File: src/rtl/unified_mem_arbiter_if.sv
// Bus bundle between the core (fetch + data ports), the arbiter and the
// external single-port memory. The slave view belongs to the arbiter. The
// master view belongs to whatever drives the core requests and models the
// memory.
interface unified_mem_arbiter_if #(
    parameter int ADDR_W = 32,
    parameter int DATA_W = 32,
    parameter int MODE_W = 2
);
    // instruction-fetch port
    logic              i_req;
    logic [ADDR_W-1:0] i_addr;
    logic [DATA_W-1:0] i_rdata;
    logic              i_ready;

    // data-access port
    logic              d_req;
    logic              d_we;
    logic [ADDR_W-1:0] d_addr;
    logic [DATA_W-1:0] d_wdata;
    logic [MODE_W-1:0] d_mode;
    logic [DATA_W-1:0] d_rdata;
    logic              d_ready;

    // shared completion qualifier
    logic              err;

    // memory side
    logic              mem_req;
    logic              mem_we;
    logic [ADDR_W-1:0] mem_addr;
    logic [DATA_W-1:0] mem_wdata;
    logic [MODE_W-1:0] mem_mode;
    logic              mem_ack;
    logic [DATA_W-1:0] mem_rdata;

    modport slave (
        input  i_req, i_addr,
        output i_rdata, i_ready,
        input  d_req, d_we, d_addr, d_wdata, d_mode,
        output d_rdata, d_ready,
        output err,
        output mem_req, mem_we, mem_addr, mem_wdata, mem_mode,
        input  mem_ack, mem_rdata
    );

    modport master (
        output i_req, i_addr,
        input  i_rdata, i_ready,
        output d_req, d_we, d_addr, d_wdata, d_mode,
        input  d_rdata, d_ready,
        input  err,
        input  mem_req, mem_we, mem_addr, mem_wdata, mem_mode,
        output mem_ack, mem_rdata
    );
endinterface

File: src/rtl/unified_mem_arbiter.sv
// Shares one single-port, variable-latency memory between the instruction
// fetch port and the data port of the core. Data has fixed priority over
// fetch. A starvation counter forces a fetch grant after STARVE_LIMIT
// consecutive data grants made while a fetch was waiting. The granted request
// is latched onto the memory bus and held until mem_ack arrives or the
// watchdog expires.
//
// Completion (ready/err/rdata) is combinational from mem_ack so the core can
// continue in the same cycle the memory answers. The memory-side outputs are
// all registered.
module unified_mem_arbiter #(
    parameter int                ADDR_W         = 32,
    parameter int                DATA_W         = 32,
    parameter int                MODE_W         = 2,
    parameter logic [MODE_W-1:0] MODE_WORD      = 2'b10,
    parameter int                STARVE_LIMIT   = 4,
    parameter int                TIMEOUT_CYCLES = 64
) (
    input  logic                  clk,
    input  logic                  rst_n,
    unified_mem_arbiter_if.slave  bus
);

    typedef enum logic [1:0] {
        IDLE   = 2'd0,
        I_WAIT = 2'd1,
        D_WAIT = 2'd2
    } state_t;

    // Watchdog counter sizing. It only ever needs to reach TIMEOUT_CYCLES-1.
    localparam int               TO_W    = (TIMEOUT_CYCLES > 2) ? $clog2(TIMEOUT_CYCLES) : 1;
    localparam bit               TO_EN   = (TIMEOUT_CYCLES != 0);
    localparam int               TO_LAST_I = (TIMEOUT_CYCLES > 0) ? (TIMEOUT_CYCLES - 1) : 0;
    localparam logic [TO_W-1:0]  TO_LAST = TO_W'(TO_LAST_I);
    localparam logic [3:0]       STARVE_MAX = 4'(STARVE_LIMIT);

    state_t              state_r;
    logic [3:0]          starve_cnt_r;
    logic [TO_W-1:0]     to_cnt_r;
    logic                mem_req_r;
    logic                mem_we_r;
    logic [ADDR_W-1:0]   mem_addr_r;
    logic [DATA_W-1:0]   mem_wdata_r;
    logic [MODE_W-1:0]   mem_mode_r;

    logic                grant_i_s;
    logic                grant_d_s;
    logic                timeout_s;
    logic                done_s;
    logic                i_ready_s;
    logic                d_ready_s;
    logic                err_s;
    logic [DATA_W-1:0]   i_rdata_s;
    logic [DATA_W-1:0]   d_rdata_s;

    // Grant decision in IDLE: data first unless the waiting fetch has hit its starvation limit.
    always_comb begin
        grant_i_s = 1'b0;
        grant_d_s = 1'b0;
        if (state_r == IDLE) begin
            if (bus.d_req && bus.i_req && (starve_cnt_r == STARVE_MAX)) begin
                grant_i_s = 1'b1;
            end else if (bus.d_req) begin
                grant_d_s = 1'b1;
            end else if (bus.i_req) begin
                grant_i_s = 1'b1;
            end else begin
                grant_i_s = 1'b0;
                grant_d_s = 1'b0;
            end
        end else begin
            grant_i_s = 1'b0;
            grant_d_s = 1'b0;
        end
    end

    // Watchdog expiry and completion detection; a real mem_ack always wins over the timeout.
    always_comb begin
        timeout_s = 1'b0;
        done_s    = 1'b0;
        if (state_r != IDLE) begin
            timeout_s = TO_EN && !bus.mem_ack && (to_cnt_r == TO_LAST);
            done_s    = bus.mem_ack || timeout_s;
        end else begin
            timeout_s = 1'b0;
            done_s    = 1'b0;
        end
    end

    // Completion outputs towards the core, steered to the port that owns the memory.
    always_comb begin
        i_ready_s = 1'b0;
        d_ready_s = 1'b0;
        err_s     = 1'b0;
        i_rdata_s = '0;
        d_rdata_s = '0;
        case (state_r)
            IDLE: begin
                i_ready_s = 1'b0;
                d_ready_s = 1'b0;
            end
            I_WAIT: begin
                i_ready_s = done_s;
                err_s     = timeout_s;
                if (bus.mem_ack) begin
                    i_rdata_s = bus.mem_rdata;
                end else begin
                    i_rdata_s = '0;
                end
            end
            D_WAIT: begin
                d_ready_s = done_s;
                err_s     = timeout_s;
                if (bus.mem_ack) begin
                    d_rdata_s = bus.mem_rdata;
                end else begin
                    d_rdata_s = '0;
                end
            end
            default: begin
                i_ready_s = 1'b0;
                d_ready_s = 1'b0;
                err_s     = 1'b0;
            end
        endcase
    end

    // Arbitration FSM: latch the granted request onto the memory bus, hold it, release on completion.
    always_ff @(posedge clk or negedge rst_n) begin
        if (!rst_n) begin
            state_r      <= IDLE;
            starve_cnt_r <= 4'd0;
            to_cnt_r     <= '0;
            mem_req_r    <= 1'b0;
            mem_we_r     <= 1'b0;
            mem_addr_r   <= '0;
            mem_wdata_r  <= '0;
            mem_mode_r   <= MODE_WORD;
        end else begin
            case (state_r)
                IDLE: begin
                    if (grant_d_s) begin
                        state_r     <= D_WAIT;
                        mem_req_r   <= 1'b1;
                        mem_we_r    <= bus.d_we;
                        mem_addr_r  <= bus.d_addr;
                        mem_wdata_r <= bus.d_wdata;
                        mem_mode_r  <= bus.d_mode;
                        to_cnt_r    <= '0;
                        // Count only data grants that actually made a fetch wait.
                        if (bus.i_req) begin
                            if (starve_cnt_r != STARVE_MAX) begin
                                starve_cnt_r <= starve_cnt_r + 4'd1;
                            end
                        end else begin
                            starve_cnt_r <= 4'd0;
                        end
                    end else if (grant_i_s) begin
                        state_r      <= I_WAIT;
                        mem_req_r    <= 1'b1;
                        mem_we_r     <= 1'b0;
                        mem_addr_r   <= bus.i_addr;
                        mem_mode_r   <= MODE_WORD;
                        to_cnt_r     <= '0;
                        starve_cnt_r <= 4'd0;
                    end else begin
                        mem_req_r <= 1'b0;
                    end
                end
                I_WAIT, D_WAIT: begin
                    if (done_s) begin
                        state_r   <= IDLE;
                        mem_req_r <= 1'b0;
                    end else if (TO_EN && (to_cnt_r != TO_LAST)) begin
                        to_cnt_r <= to_cnt_r + TO_W'(1);
                    end
                end
                default: begin
                    state_r   <= IDLE;
                    mem_req_r <= 1'b0;
                end
            endcase
        end
    end

    assign bus.mem_req   = mem_req_r;
    assign bus.mem_we    = mem_we_r;
    assign bus.mem_addr  = mem_addr_r;
    assign bus.mem_wdata = mem_wdata_r;
    assign bus.mem_mode  = mem_mode_r;

    assign bus.i_ready   = i_ready_s;
    assign bus.i_rdata   = i_rdata_s;
    assign bus.d_ready   = d_ready_s;
    assign bus.d_rdata   = d_rdata_s;
    assign bus.err       = err_s;

endmodule
File: src/flat_wrapper.sv
// flat-port wrapper written by rule: the top's interface ports become plain ports
module unified_mem_arbiter_flat 
#(
    parameter int                ADDR_W         = 32,
    parameter int                DATA_W         = 32,
    parameter int                MODE_W         = 2,
    parameter logic [MODE_W-1:0] MODE_WORD      = 2'b10,
    parameter int                STARVE_LIMIT   = 4,
    parameter int                TIMEOUT_CYCLES = 64
)
  (clk, rst_n, bus_i_req, bus_i_addr, bus_i_rdata, bus_i_ready, bus_d_req, bus_d_we, bus_d_addr, bus_d_wdata, bus_d_mode, bus_d_rdata, bus_d_ready, bus_err, bus_mem_req, bus_mem_we, bus_mem_addr, bus_mem_wdata, bus_mem_mode, bus_mem_ack, bus_mem_rdata);
  unified_mem_arbiter_if #(.ADDR_W(ADDR_W), .DATA_W(DATA_W), .MODE_W(MODE_W)) bus_i ();
  input  logic clk;
  input  logic rst_n;
  input wire logic [$bits(bus_i.i_req)-1:0] bus_i_req;
  input wire logic [$bits(bus_i.i_addr)-1:0] bus_i_addr;
  output wire logic [$bits(bus_i.i_rdata)-1:0] bus_i_rdata;
  output wire logic [$bits(bus_i.i_ready)-1:0] bus_i_ready;
  input wire logic [$bits(bus_i.d_req)-1:0] bus_d_req;
  input wire logic [$bits(bus_i.d_we)-1:0] bus_d_we;
  input wire logic [$bits(bus_i.d_addr)-1:0] bus_d_addr;
  input wire logic [$bits(bus_i.d_wdata)-1:0] bus_d_wdata;
  input wire logic [$bits(bus_i.d_mode)-1:0] bus_d_mode;
  output wire logic [$bits(bus_i.d_rdata)-1:0] bus_d_rdata;
  output wire logic [$bits(bus_i.d_ready)-1:0] bus_d_ready;
  output wire logic [$bits(bus_i.err)-1:0] bus_err;
  output wire logic [$bits(bus_i.mem_req)-1:0] bus_mem_req;
  output wire logic [$bits(bus_i.mem_we)-1:0] bus_mem_we;
  output wire logic [$bits(bus_i.mem_addr)-1:0] bus_mem_addr;
  output wire logic [$bits(bus_i.mem_wdata)-1:0] bus_mem_wdata;
  output wire logic [$bits(bus_i.mem_mode)-1:0] bus_mem_mode;
  input wire logic [$bits(bus_i.mem_ack)-1:0] bus_mem_ack;
  input wire logic [$bits(bus_i.mem_rdata)-1:0] bus_mem_rdata;
  assign bus_i.i_req = bus_i_req;
  assign bus_i.i_addr = bus_i_addr;
  assign bus_i_rdata = bus_i.i_rdata;
  assign bus_i_ready = bus_i.i_ready;
  assign bus_i.d_req = bus_d_req;
  assign bus_i.d_we = bus_d_we;
  assign bus_i.d_addr = bus_d_addr;
  assign bus_i.d_wdata = bus_d_wdata;
  assign bus_i.d_mode = bus_d_mode;
  assign bus_d_rdata = bus_i.d_rdata;
  assign bus_d_ready = bus_i.d_ready;
  assign bus_err = bus_i.err;
  assign bus_mem_req = bus_i.mem_req;
  assign bus_mem_we = bus_i.mem_we;
  assign bus_mem_addr = bus_i.mem_addr;
  assign bus_mem_wdata = bus_i.mem_wdata;
  assign bus_mem_mode = bus_i.mem_mode;
  assign bus_i.mem_ack = bus_mem_ack;
  assign bus_i.mem_rdata = bus_mem_rdata;
  unified_mem_arbiter #(.ADDR_W(ADDR_W), .DATA_W(DATA_W), .MODE_W(MODE_W), .MODE_WORD(MODE_WORD), .STARVE_LIMIT(STARVE_LIMIT), .TIMEOUT_CYCLES(TIMEOUT_CYCLES)) u_core (.clk(clk), .rst_n(rst_n), .bus(bus_i));
endmodule
File: config.mk
export PLATFORM = sky130hd
export DESIGN_NAME = unified_mem_arbiter_flat
export DESIGN_NICKNAME = d
export VERILOG_FILES = /design/src/rtl/unified_mem_arbiter_if.sv /design/src/rtl/unified_mem_arbiter.sv /design/src/flat_wrapper.sv
export SDC_FILE = /design/constraint.sdc
export NUM_CORES = 1
export LEC_CHECK = 0
export ABC_AREA = 1
export CORE_AREA = 2 2 116 118
export CTS_CLUSTER_DIAMETER = 200
export DETAILED_ROUTE_END_ITERATION = 10
export DIE_AREA = 0 0 118 120
export PLACE_DENSITY = 0.75
export SLEW_MARGIN = 5
export SYNTH_ARGS = -nofsm -noshare
export SYNTH_HDL_FRONTEND = slang
export SYNTH_SLANG_ARGS = --single-unit
File: constraint.sdc
create_clock -name clk -period 3.4 [get_ports clk]
set_clock_uncertainty 0.1 [all_clocks]
set_input_delay 0.68 -clock clk [delete_from_list [all_inputs] [get_ports clk]]
set_output_delay 0.68 -clock clk [all_outputs]
set_load 0.005 [all_outputs]
==> flow_metrics.py <==
metrics = {
    "sta": {
        "worst_slew_pin_slew_ns": 1.04,
        "postLayoutSetupSlackWorst_ns": 0.330,
        "slew_violations": 0,
        "max_freq_ghz": 0.326,
        "grt_setup_unrepaired": "no",
        "setup_tns_ns": 0,
        "fin_crit_ns": 3.07,
        "slew_headroom_pct": 30.8,
        "final-hold-violation-count": 0,
        "post-route-period-util_pct": 90.3,
        "setup_viol": 0,
    },
    "pwr": {
        "leakage_nw": 3.75,
        "power.density_nw_per_um2": 699,
        "clockPowerShare_pct": 18.8,
        "power_mw": 5.27,
        "comb_power_share_pct": 49.9,
        "ir_drop_uv": 412,
        "p_int_mw": 3.36,
        "seq_power_share_pct": 31.3,
        "netSwitchingPower_mw": 1.91,
        "switching_share_pct": 36.3,
    },
    "critical_path": {
        "reg2reg_depth": 9,
        "cp_top_family": "buffers and inverters",
        "path_buf_inv": 4,
        "start_kind": "input port",
        "critPathArrivalTime_ns": 2.29,
        "end_kind": "output port",
        "path_class": "input port to output port",
        "cp.depth": 5,
        "critical_path.cell_chain": "clkdlybuf4s50_1 > clkinv_1 > buf_12 > nor3_1 > clkdlybuf4s50_1",
        "timing.critical_path.required_ns": 2.62,
        "cp_common_cell": "clkdlybuf4s50_1",
        "cpPeakStageDelay_ns": 0.55,
        "path_max_fanout": 64,
        "slowest_stage": "clkdlybuf4s50_1",
    },
    "finish": {
        "multi_input_area_um2": 1800,
        "nets": 1029,
        "final_util_pct": 58.1,
        "fillers": 1248,
        "layout.cells.non_filler": 1069,
        "drive_gt1_share_pct": 4.71,
        "area_growth_pct": 71.2,
        "seq_area_um2": 2000,
    },
    "floorplanning": {
        "rows": 42,
        "dieHeight_um": 120,
        "dieArea_um2": 14200,
        "ios": 271,
        "die_w_um": 118,
        "core_um2": 13000,
        "initial_utilization_pct": 33.9,
    },
    "cts": {
        "cts_htree_levels": 3,
        "cts_buffers": 9,
        "worst_setup_hold_path_clk_slew_ns": 0.06,
        "cts_setup_buffers": 0,
        "cts_resized": 0,
        "clockBufferDepth": 2,
        "cts_tree": "built",
        "numClockSinks": 80,
        "root_buffer": "clkbuf_16",
        "worstSkewPairLatency_ns": 0.33,
        "cts.hold.buffers_added": 0,
    },
    "logic_synthesis": {
        "syn_nets": 775,
        "yosysWarnings": 0,
        "syn_area_um2": 4400,
        "synthArstFlopShare_pct": 100,
        "synth_edf_count": 0,
        "synthTopCellsByCount": "nand2_1, inv_1, dfrtp_1, nor3_1, o21ai_0",
        "ys_ff_latch": 80,
        "ys_top_cells_by_area": "dfrtp_1, nand2_1, inv_1, nor3_1, o21ai_0",
        "netlist.area_leader.share_pct": 44.9,
        "yosysUniqueCellTypes": 28,
        "synthCells": 633,
        "synth-seq-area-share_pct": 45.5,
        "synth_area_per_cell_um2": 6.95,
        "synth.largest_area_cell": "dfrtp_1",
        "synth-main-ff-cell": "dfrtp_1",
        "yosysMostFrequentCell": "nand2_1",
    },
    "place": {
        "place_hpwl_um": 10800,
        "dp_slack_ns": 0.330,
        "dpl.cell_count": 1052,
        "port_buffers": 270,
        "gp_congestion": 0.777,
    },
    "global_route": {
        "antenna_found_initial": 1,
        "gr-total-overflow": 0,
        "grt_use_total_pct": 20.8,
        "grt_max_degree": 81,
        "grt_pass1_wl_um": 23300,
        "grt_pass1_vias": 4508,
    },
    "route": {
        "wl_per_cell_um": 13.5,
        "routed_wl_um": 14400,
        "dr.pass1.iters": 5,
        "ant_nets": 0,
        "drtIter0Drc": 173,
        "vias_per_cell": 4.42,
        "drc": 0,
        "vias": 4730,
    },
    "min_path": {
        "whs_path_depth": 2,
        "hp-class": "register to register",
    },
    "job": {
        "drv_cap": 0,
    },
    "status": {
        "status": "complete, no violations",
    },
}
==> path summary, 6_finish.rpt <==
check | startpoint | end | slack (ns)
hold reg to reg | u_core.bus.mem_wdata[28]$_DFFE_PN0P_ | u_core.bus.mem_wdata[28]$_DFFE_PN0P_ | 0.37
setup / recovery | bus_mem_ack | bus_i_rdata[3] | 0.33
max in group asynchronous | rst_n | u_core.bus.mem_addr[23]$_DFFE_PN0P_ | 2.09
setup reg to reg | u_core.state_r[0]$_DFFE_PN0P_ | u_core.bus.mem_addr[2]$_DFFE_PN0P_ | 1.44
hold / removal | u_core.bus.mem_wdata[28]$_DFFE_PN0P_ | u_core.bus.mem_wdata[28]$_DFFE_PN0P_ | 0.37
min in group asynchronous | rst_n | u_core.bus.mem_wdata[15]$_DFFE_PN0P_ | 0.40
==> stage by stage <==
| step | hold slack (ns) | area, um^2 |
|---|---|---|
| after floorplan | 0.284 | 4400 |
| after global placement | 0.353 | 7230 |
| after detailed placement | 0.358 | 7230 |
| after CTS | 0.372 | 7530 |
| after global routing | 0.395 | 7540 |
| final | 0.368 | 7540 |
==> kinds of logic after synthesis <==
logic type | Yosys count | synth area share [%]
buffers and inverters | 149 | 13.8
XOR/XNOR | 2 | 0.398
flip-flops | 80 | 45.5
adder cells (fa/ha/maj) | 6 | 1.71
AND/OR/NAND/NOR | 348 | 32.9
AO/OA/AOI/OAI | 48 | 5.69
==> power groups by stage <==
stage          clock network, mW  logic, mW  registers (mW)
4_1_cts                     1.01       2.69            1.66
6_report                   0.990       2.63            1.65
3_5_place_dp                   0       2.68            1.65
5_1_grt                     1.07       2.96            1.71
2_1_floorplan                  0       1.16            1.68
3_3_place_gp                   0       2.64            1.64
==> tightest hold or removal path, stage by stage (launching register included) <==
cell	delay, ns
dfrtp_1	0.34
nand2_1	0.05
nand2_1	0.04
==> registers in the layout (all words and copies together), names as in the netlist <==
| name | count |
|---|---|
| u_core.starve_cnt_r | 4 |
| u_core.bus.mem_req | 1 |
| u_core.state_r | 2 |
| u_core.bus.mem_mode | 2 |
| u_core.bus.mem_we | 1 |
| u_core.bus.mem_addr | 32 |
| u_core.bus.mem_wdata | 32 |
| u_core.to_cnt_r | 6 |
==> routing by layer <==
layer  track usage, %  up-vias  wire length [um]
met5                0        -                 0
met1             23.0     2098              5620
met4             7.76        0               308
met3             8.13       21              1510
li1                 -     2406                 -
met2             36.4      205              6950
==> final cells by class <==
type	instances	area share, %
antenna	1	0.0332
clock buffer	10	3.17
clock inverter	6	0.863
inverter	115	5.73
multi-input combinational	404	23.8
sequential	80	26.6
tap	176	2.92
timing repair buffer	277	36.9
==> layout by cell type (no fill, tap or decap), drive strengths merged <==
cell type and instances:
nand4 1, bufinv 1, inv 116, nor2 7, clkinv 3, clkbuf 10, nor3 64, buf 8
ha 6, nand3b 1, a21oi 4, nand3 11, dfrtp 79, nor4 1, clkinvlp 1, o22ai 1
nand2 262, o21ai 41, clkdlybuf4s50 269, o21bai 2, xor2 2, dfstp 1, diode 1, or2 1
Power figures use the tool's default switching activity.
